===== src/rtl/mem_arbiter.sv =====
// mem_arbiter: shares one backing-memory port between icache and dcache,
// round-robin with grant hold and an owner-tag FIFO for in-order read responses.
module mem_arbiter #(
    parameter int ADDR_BITS       = 28,
    parameter int DATA_BITS       = 128,
    parameter int MAX_OUTSTANDING = 4
) (
    input  logic                   clk,
    input  logic                   reset,
    input  logic                   ic_req_valid,
    output logic                   ic_req_ready,
    input  logic [ADDR_BITS-1:0]   ic_req_addr,
    input  logic                   ic_req_rw,
    input  logic                   ic_req_data_valid,
    output logic                   ic_req_data_ready,
    input  logic [DATA_BITS-1:0]   ic_req_data_bits,
    input  logic [DATA_BITS/8-1:0] ic_req_data_mask,
    output logic                   ic_resp_valid,
    output logic [DATA_BITS-1:0]   ic_resp_data,
    input  logic                   dc_req_valid,
    output logic                   dc_req_ready,
    input  logic [ADDR_BITS-1:0]   dc_req_addr,
    input  logic                   dc_req_rw,
    input  logic                   dc_req_data_valid,
    output logic                   dc_req_data_ready,
    input  logic [DATA_BITS-1:0]   dc_req_data_bits,
    input  logic [DATA_BITS/8-1:0] dc_req_data_mask,
    output logic                   dc_resp_valid,
    output logic [DATA_BITS-1:0]   dc_resp_data,
    output logic                   mem_req_valid,
    input  logic                   mem_req_ready,
    output logic [ADDR_BITS-1:0]   mem_req_addr,
    output logic                   mem_req_rw,
    output logic                   mem_req_data_valid,
    input  logic                   mem_req_data_ready,
    output logic [DATA_BITS-1:0]   mem_req_data_bits,
    output logic [DATA_BITS/8-1:0] mem_req_data_mask,
    input  logic                   mem_resp_valid,
    input  logic [DATA_BITS-1:0]   mem_resp_data
);
    localparam int PW = $clog2(MAX_OUTSTANDING);
    localparam logic [PW:0] MAX_CNT = (PW+1)'(MAX_OUTSTANDING);
    localparam logic IC = 1'b0;
    localparam logic DC = 1'b1;

    typedef enum logic [1:0] {ARB, HOLD, WDATA} state_t;

    state_t                 state_q, state_d;
    logic                   owner_q, owner_d, rr_q, rr_d;
    logic [MAX_OUTSTANDING-1:0] tag_q, tag_d;
    logic [PW-1:0]          wr_ptr_q, wr_ptr_d, rd_ptr_q, rd_ptr_d;
    logic [PW:0]            count_q, count_d;
    logic                   ic_elig, dc_elig, sel, active, req_hs, data_hs, push, pop;
    logic                   s_valid, s_rw, s_dvalid;
    logic [ADDR_BITS-1:0]   s_addr;
    logic [DATA_BITS-1:0]   s_bits;
    logic [DATA_BITS/8-1:0] s_mask;

    always_comb begin
        ic_elig            = ic_req_valid & (ic_req_rw | (count_q < MAX_CNT));
        dc_elig            = dc_req_valid & (dc_req_rw | (count_q < MAX_CNT));
        sel                = (state_q == ARB) ? ((ic_elig & dc_elig) ? rr_q : dc_elig) : owner_q;
        // reset is active-low: every output is forced to zero while it is held
        active             = reset & ((state_q != ARB) | ic_elig | dc_elig);
        s_valid            = sel ? dc_req_valid : ic_req_valid;
        s_rw               = sel ? dc_req_rw : ic_req_rw;
        s_addr             = sel ? dc_req_addr : ic_req_addr;
        s_dvalid           = sel ? dc_req_data_valid : ic_req_data_valid;
        s_bits             = sel ? dc_req_data_bits : ic_req_data_bits;
        s_mask             = sel ? dc_req_data_mask : ic_req_data_mask;
        mem_req_valid      = active & (state_q != WDATA) & s_valid;
        mem_req_addr       = active ? s_addr : '0;
        mem_req_rw         = active & s_rw;
        mem_req_data_valid = active & s_dvalid;
        mem_req_data_bits  = active ? s_bits : '0;
        mem_req_data_mask  = active ? s_mask : '0;
        req_hs             = mem_req_valid & mem_req_ready;
        data_hs            = mem_req_data_valid & mem_req_data_ready;
        ic_req_ready       = req_hs & ~sel;
        dc_req_ready       = req_hs & sel;
        ic_req_data_ready  = active & mem_req_data_ready & ~sel;
        dc_req_data_ready  = active & mem_req_data_ready & sel;
        push               = req_hs & ~s_rw;
        pop                = reset & mem_resp_valid & (count_q != '0);
        ic_resp_valid      = pop & (tag_q[rd_ptr_q] == IC);
        dc_resp_valid      = pop & (tag_q[rd_ptr_q] == DC);
        ic_resp_data       = reset ? mem_resp_data : '0;
        dc_resp_data       = reset ? mem_resp_data : '0;
        tag_d              = tag_q;
        if (push)
            tag_d[wr_ptr_q] = sel;
        wr_ptr_d           = wr_ptr_q + PW'(push);
        rd_ptr_d           = rd_ptr_q + PW'(pop);
        count_d            = count_q + (PW+1)'(push) - (PW+1)'(pop);
        rr_d               = req_hs ? ~sel : rr_q;
        owner_d            = (state_q == WDATA) ? owner_q : sel;
        state_d            = (state_q == WDATA) ? (data_hs ? ARB : WDATA) :
                             req_hs ? ((s_rw & ~data_hs) ? WDATA : ARB) :
                             mem_req_valid ? HOLD : state_q;
    end

    always_ff @(posedge clk or negedge reset) begin
        if (!reset) begin
            state_q  <= ARB;
            owner_q  <= IC;
            rr_q     <= DC;
            tag_q    <= '0;
            wr_ptr_q <= '0;
            rd_ptr_q <= '0;
            count_q  <= '0;
        end else begin
            state_q  <= state_d;
            owner_q  <= owner_d;
            rr_q     <= rr_d;
            tag_q    <= tag_d;
            wr_ptr_q <= wr_ptr_d;
            rd_ptr_q <= rd_ptr_d;
            count_q  <= count_d;
        end
    end
endmodule


===== config.mk =====
export PLATFORM = sky130hd
export DESIGN_NAME = mem_arbiter
export DESIGN_NICKNAME = d
export VERILOG_FILES = /design/src/rtl/mem_arbiter.sv
export SDC_FILE = /design/constraint.sdc
export NUM_CORES = 1
export LEC_CHECK = 0
export CAP_MARGIN = 20
export CORE_AREA = 2 2 361 363
export DETAILED_ROUTE_END_ITERATION = 10
export DIE_AREA = 0 0 363 365
export DONT_BUFFER_PORTS = 1
export GPL_ROUTABILITY_DRIVEN = 0
export GPL_TIMING_DRIVEN = 0
export PLACE_DENSITY_LB_ADDON = 0.3
export SETUP_SLACK_MARGIN = 0.1
export SLEW_MARGIN = 20
export SYNTH_ARGS = -nofsm -noshare
export SYNTH_HDL_FRONTEND = slang
export SYNTH_SLANG_ARGS = --single-unit

===== constraint.sdc =====
create_clock -name clk -period 4.3 [get_ports clk]
set_input_delay 0.86 -clock clk [delete_from_list [all_inputs] [get_ports clk]]
set_output_delay 0.86 -clock clk [all_outputs]
set_load 0.01 [all_outputs]

# == Word-level counts from Yosys, hierarchy flattened ==
# Cells that the tools add are included.
# classes
n_addsub,4
n_bitwise,29
n_eq_ne,2
n_mux,22
magnitude_cmp,4
reduce_logical,5
# op_table
operator,n
$mux W128,3
$mux W28,2
$mux W16,2
$and A1 B1 Y1,21
$mux W2,5
$mux W1,7
$lt A2 B3 Y1 const B,2
$reduce_bool A3 Y1,2
$add A2 B1 Y2,2
$bwmux W4,1
$not A1 Y1,4
$or A1 B1 Y1,4
$add A3 B1 Y3,1
$lt A3 B3 Y1 const B,1
$sub A3 B1 Y3,1
$bmux W1 S2,1
$demux W1 S2,1
$eq A2 B2 Y1 const B,1
$ge A2 B1 Y1 const B,1
$logic_not A2 Y1,1
$ne A2 B2 Y1 const B,1
$reduce_bool A2 Y1,1
$logic_and A1 B1 Y1,1
# word_totals
elab_cells,73
output_inout_bits,437
reg_bits,15
inputBits,483

# == Longest topological paths before layout ==
# depth
word_depth,14
mapped_depth,11
depth_no_buf,11

# == Least setup slack after synthesis ==
# No wires, ideal clock.
# synth_path
path_kind,input -> register
startpoint,input dc_req_rw
endpoint,register count_q[2]
arrival_time_ns,3.036
stages,11
required_ns,4.177
setup_slack_ns,1.141
setup_ns,0.123
n_path_buf,0
path_cell_list,nand2b_1 -> and3_1 -> a21oi_2 -> mux2_4 -> nor2_1 -> xnor2_1 -> ha_1 -> inv_1 -> fa_1 -> xnor2_1 -> xnor2_1
# synth_via
elab_chain_cells,11
word_cells_on_any_way,16
cone_classes,add/sub: 2; mux: 4; bitwise: 10
# synth_lines
item,line_no,source
start: declaration,23,"input logic dc_req_rw,"
$or A1 B1 Y1,61,dc_elig = dc_req_valid & (dc_req_rw | (count_q < MAX_CNT));
$and A1 B1 Y1,61,
$and A1 B1 Y1,62,sel = (state_q == ARB) ? ((ic_elig & dc_elig) ? rr_q : dc_elig) : owner_q;
$mux W1 (2 in series),62,
$mux W1,65,s_valid = sel ? dc_req_valid : ic_req_valid;
$and A1 B1 Y1,71,mem_req_valid = active & (state_q != WDATA) & s_valid;
$and A1 B1 Y1,77,req_hs = mem_req_valid & mem_req_ready;
$and A1 B1 Y1 *,83,push = req_hs & ~s_rw;
$add A3 B1 Y3 *,94,count_d = count_q + (PW+1)'(push) - (PW+1)'(pop);
$sub A3 B1 Y3 *,94,
named net count_d[2],52,"logic [PW:0] count_q, count_d;"
end signal: assignment,118,count_q <= count_d;
end: declaration,52,
# The timed path passes the listed nets; every way through them passes the cells marked *.
# A chain may end at the register's enable or synchronous reset.

# == Worst setup path after layout ==
# layout_path
startpoint,input dc_req_rw
endpoint,output mem_req_data_mask[3]
# layout_via
elab_chain_cells,7
word_cells_on_any_way,9
cone_classes,mux: 4; bitwise: 5
# layout_lines
item,line_no,source
$or A1 B1 Y1 *,61,
$and A1 B1 Y1 *,61,
$and A1 B1 Y1,62,
$mux W1 (2 in series),62,
$mux W16,70,s_mask = sel ? dc_req_data_mask : ic_req_data_mask;
$mux W16 *,76,mem_req_data_mask = active ? s_mask : '0;
end: declaration,37,"output logic [DATA_BITS/8-1:0] mem_req_data_mask,"
# Every way passes the cells marked *; elsewhere a longest branch is shown, timed or not.

==> metrics.sh <==
DIE_H_UM=365
CRITPATHKIND='primary input to primary output'
YOSYS.CELL_TYPES.COUNT=41
DRT_PRE_ANTENNA_ITERS=5
P_TOTAL_uW=4350
GLOBALROUTEOVERFLOWTOTAL=0
POSTCTSSETUPREPAIRBUFS=0
IOS=920
MET1_LAYER_USAGE_REPORTED_BY_GLOBAL_ROUTE_PCT=14.2
CLK_PIN_SLEW_NS=0.05
FIN_NETS=1417
DIE_W_UM=363
MAX-VDD-IR-DROP_mV=0.388
WORST-SLEW-PIN-TRANSITION_NS=1.16
TIMING.SLEW.HEADROOM_PCT=23.1
FINAL.PERIOD_UTILIZATION_PCT=96.1
CRITICAL_PATH_DEPTH=7
POWER_PER_CELL_AREA_mW_PER_MM2=566
SW_FRAC_OF_TOTAL_PCT=74.6
CLKSINKCOUNT=15
DRT_DRC_VIOLATIONS_LEFT=0
ROUTED_WL_UM=90700
SETUP_VIOL_COUNT_FINAL=0
FINALCRITICALPERIOD_NS=4.13
DRIVE_GT1_SHARE_PCT=27.1
BUSIEST_LAYER='met2'
RSZ0062_AT_GRT='yes'
MAX_ROOT_SINK_BUFFERS=2
CELL_INTERNAL_PWR_uW=1110
CLOCK_TREE_FROM_TRITONCTS='built'
DP.FINAL_HPWL_UM=85700
WORST-ENDPOINT-ARRIVAL_NS=3.27
GRTUSAGETOTAL_PCT=12.9
FLOORPLAN.INITIALDENSITY_PCT=3.92
MAXCAP_VIOL_COUNT=0
PATH_DELAY_FAMILY='compound AO/OA/AOI/OAI gates'
GRT_FIRST_PASS_WIRELENGTH_UM=102000
CRIT_PATH_MAX_INCR_DELAY_NS=0.60
WORST_PATH_MAX_DELAY_CELL='a21oi_2'
DIE_AREA_SQ_MM=0.132
END_KIND='primary output'
POWER.SHARE.CLOCK_PCT=4.3
CLOCK_INSERTION_DELAY_WORST_SKEW_NS=0.25
SYN_TO_FINAL_GROWTH_PCT=52.5
CTS_ROOT_BUF='clkbuf_16'
NUMCTSBUFFERS=3
AVGVIACOUNTPERCELL=2.70
ANT_NETS=0
MAX_FREQ_MHz=242
P_SW_uW=3240
FINAL.FILL_COUNT=15277
GRT.MET2_USAGE_PCT=21.0
NUMPORTBUFFERS=0
CRIT_PATH_START_KIND='primary input'
PLACEMENT.CELL_AREA_SQ_MM=0.00729
TOTAL_VIAS_IN_THE_FINAL_ROUTE=7075
OUTCOME='finished clean'
POSTSYNTHCELLCOUNT=923
REG2REGPATHDEPTH=11
HTREE_LEVELS=1
MULTI_INPUT_AREA_SQ_MM=0.00372
POSTSYNTHNETCOUNT=1409
POST_SYNTH.CELL_AREA_AVG_SQ_UM=5.46
GRT_MAX_DEGREE=21
AREA.SEQUENTIAL_SQ_UM=377
PLACEABLECOREAREA_SQ_MM=0.129
SEQ_POWER_SHARE_PCT=6.3
CRITICAL_PATH_PEAK_FANOUT=10
WORST_EP_REQUIRED_TIME_NS=3.44
HOLD_PATH_CLASS='primary input to async pin'
COMBINATIONAL_GROUP_SHARE_OF_TOTAL_POWER_PCT=89.5
POST_SYNTH_INSTANCE_AREA_SQ_MM=0.00504
FP-ROW-COUNT=132
ANTENNA_FOUND_INITIAL=45
YOSYS_WARNINGS=0
DRT_ITER0_DRC=593
GR_LAYER_USAGE_MET3_PCT=6.89
FINISH.INSTANCE_AREA_SQ_MM=0.00769
TIMING.CLOCK.SKEW_NS=0.00481
TIMING_MAX_TRANSITION_VIOLATIONS_FINAL=0
CP_CELL_SEQUENCE='nand2b_1 -> and3_1 -> a21oi_4 -> buf_4 -> buf_2 -> nand2_1 -> a21oi_2'
HOLD_VIOL_FINAL=0
SYNTH.YOSYS.SEQ_AREA_SHARE_PCT=7.47
WORSTPATHBUFFERINVERTERCOUNT=2
P_LEAK_uW=0.00264
VIAS_IN_THE_FIRST_GLOBAL_ROUTE=6495
POSTSYNTHREGISTERBITS=15
ROUTEDWLPERCELL_UM=34.6
[power groups by stage]
stage          registers [uW]  clock network [uW]  logic (uW)
3_5_place_dp              274                   0        3880
4_1_cts                   274                 191        3990
2_1_floorplan             254                   0        1800
6_report                  273                 185        3890
5_1_grt                   283                 195        4200
3_3_place_gp              275                   0        3790
[registers in the layout, indices dropped and copies added (netlist names)]
name	count
count_q	3
rr_q	1
owner_q	1
rd_ptr_q	2
wr_ptr_q	2
tag_q	4
state_q	2
[area by class of cell]
class	instances	area share, %
diodes	17	0.553
multi-input cells	701	48.4
well taps	1675	27.3
inverters	8	0.391
flip-flops and latches	15	4.90
plain buffers	199	16.6
repair buffers	3	0.863
clock buffers	4	1.03
[final timing paths]
kind | from | to | slack [ns]
min in group clk | rd_ptr_q[1] | rd_ptr_q[1] | 0.48
worst min register to register | rd_ptr_q[1] | rd_ptr_q[1] | 0.48
worst max-delay path | dc_req_rw | mem_req_data_mask[3] | 0.17
max in group asynchronous | reset | rr_q | 3.82
worst min-delay path | reset | wr_ptr_q[0] | 0.31
worst max register to register | count_q[2] | count_q[2] | 1.21
[cells in the final DEF, fill, tap and decap left out, types with 3 or more instances in the layout]
cell       count
diode_2       17
clkbuf_2      16
clkbuf_1      35
nor2_1         9
inv_1          7
a21oi_4        6
nand2_1      347
a21oi_2       71
o31ai_1        3
buf_4        129
clkbuf_16      3
buf_1          4
dfrtp_1       14
xnor2_1        4
a21oi_1       96
and2_1       129
buf_2         15
[synthesized netlist by cell type]
library cell,number,area [sq um]
o31a_1,1,8.76
nor2b_1,2,12.5
ha_1,2,25.0
clkbuf_1,49,184
mux2i_1,1,10.0
o22ai_1,1,6.26
buf_2,16,80.1
o311ai_0,1,8.76
buf_4,128,961
dfstp_2,1,26.3
inv_1,7,26.3
buf_1,6,22.5
nand3b_1,2,15.0
inv_2,1,3.75
nor2_1,9,33.8
mux2_2,2,22.5
fa_1,1,20.0
o311a_1,1,10.0
nor4_1,2,12.5
nand2b_1,2,12.5
a21oi_2,1,8.76
nor3_1,1,5.00
xor2_1,2,17.5
mux4_2,1,22.5
nand2_1,348,1310
a21oi_1,172,861
o41ai_1,2,17.5
xnor2_1,4,35.0
a21boi_0,1,7.51
o31ai_1,3,22.5
o21ai_0,1,5.00
and2_1,129,807
dfrtp_1,14,350
mux2_4,1,15.0
a311oi_1,1,8.76
nand3_1,2,10.0
a31oi_1,1,6.26
or3_4,1,11.3
a22o_1,1,8.76
a21o_1,1,7.51
and3_1,1,6.26
[cell families after synthesis]
group	synth area share, %
AO/OA/AOI/OAI	19.6
XOR/XNOR	1.04
flip-flops	7.47
AND/OR/NAND/NOR	44.3
multiplexers	1.39
adder cells (fa/ha/maj)	0.893
buffers and inverters	25.3
[routing by layer]
layer | vias up | wire (um)
li1 | 2849 | -
met1 | 3339 | 32800
met2 | 744 | 42100
met3 | 117 | 12400
met4 | 26 | 3190
met5 | - | 161
[per-stage QoR]
step                      hold WS [ns]  setup WS, ns  instances  utilization, %  setup TNS, ns
final                            0.306         0.166       2622            5.98              0
after global routing             0.301      -0.00259       2610            5.95       -0.00259
after CTS                        0.303        0.0844       2605            5.86              0
after detailed placement         0.465        -0.683       2601            5.67         -27.52
after global placement           0.473         -1.13       2598            5.55         -45.13
after floorplan                  0.446          1.14        923               -              0
[timing repair]
item / in CTS / in global routing
hold endpoints to repair: 0 / 0
resized for setup: 48 / 33
pin swaps: 0 / 0
setup endpoints to repair: 157 / 37
hold buffers: 0 / 0
(Power assumes the default switching activity.)
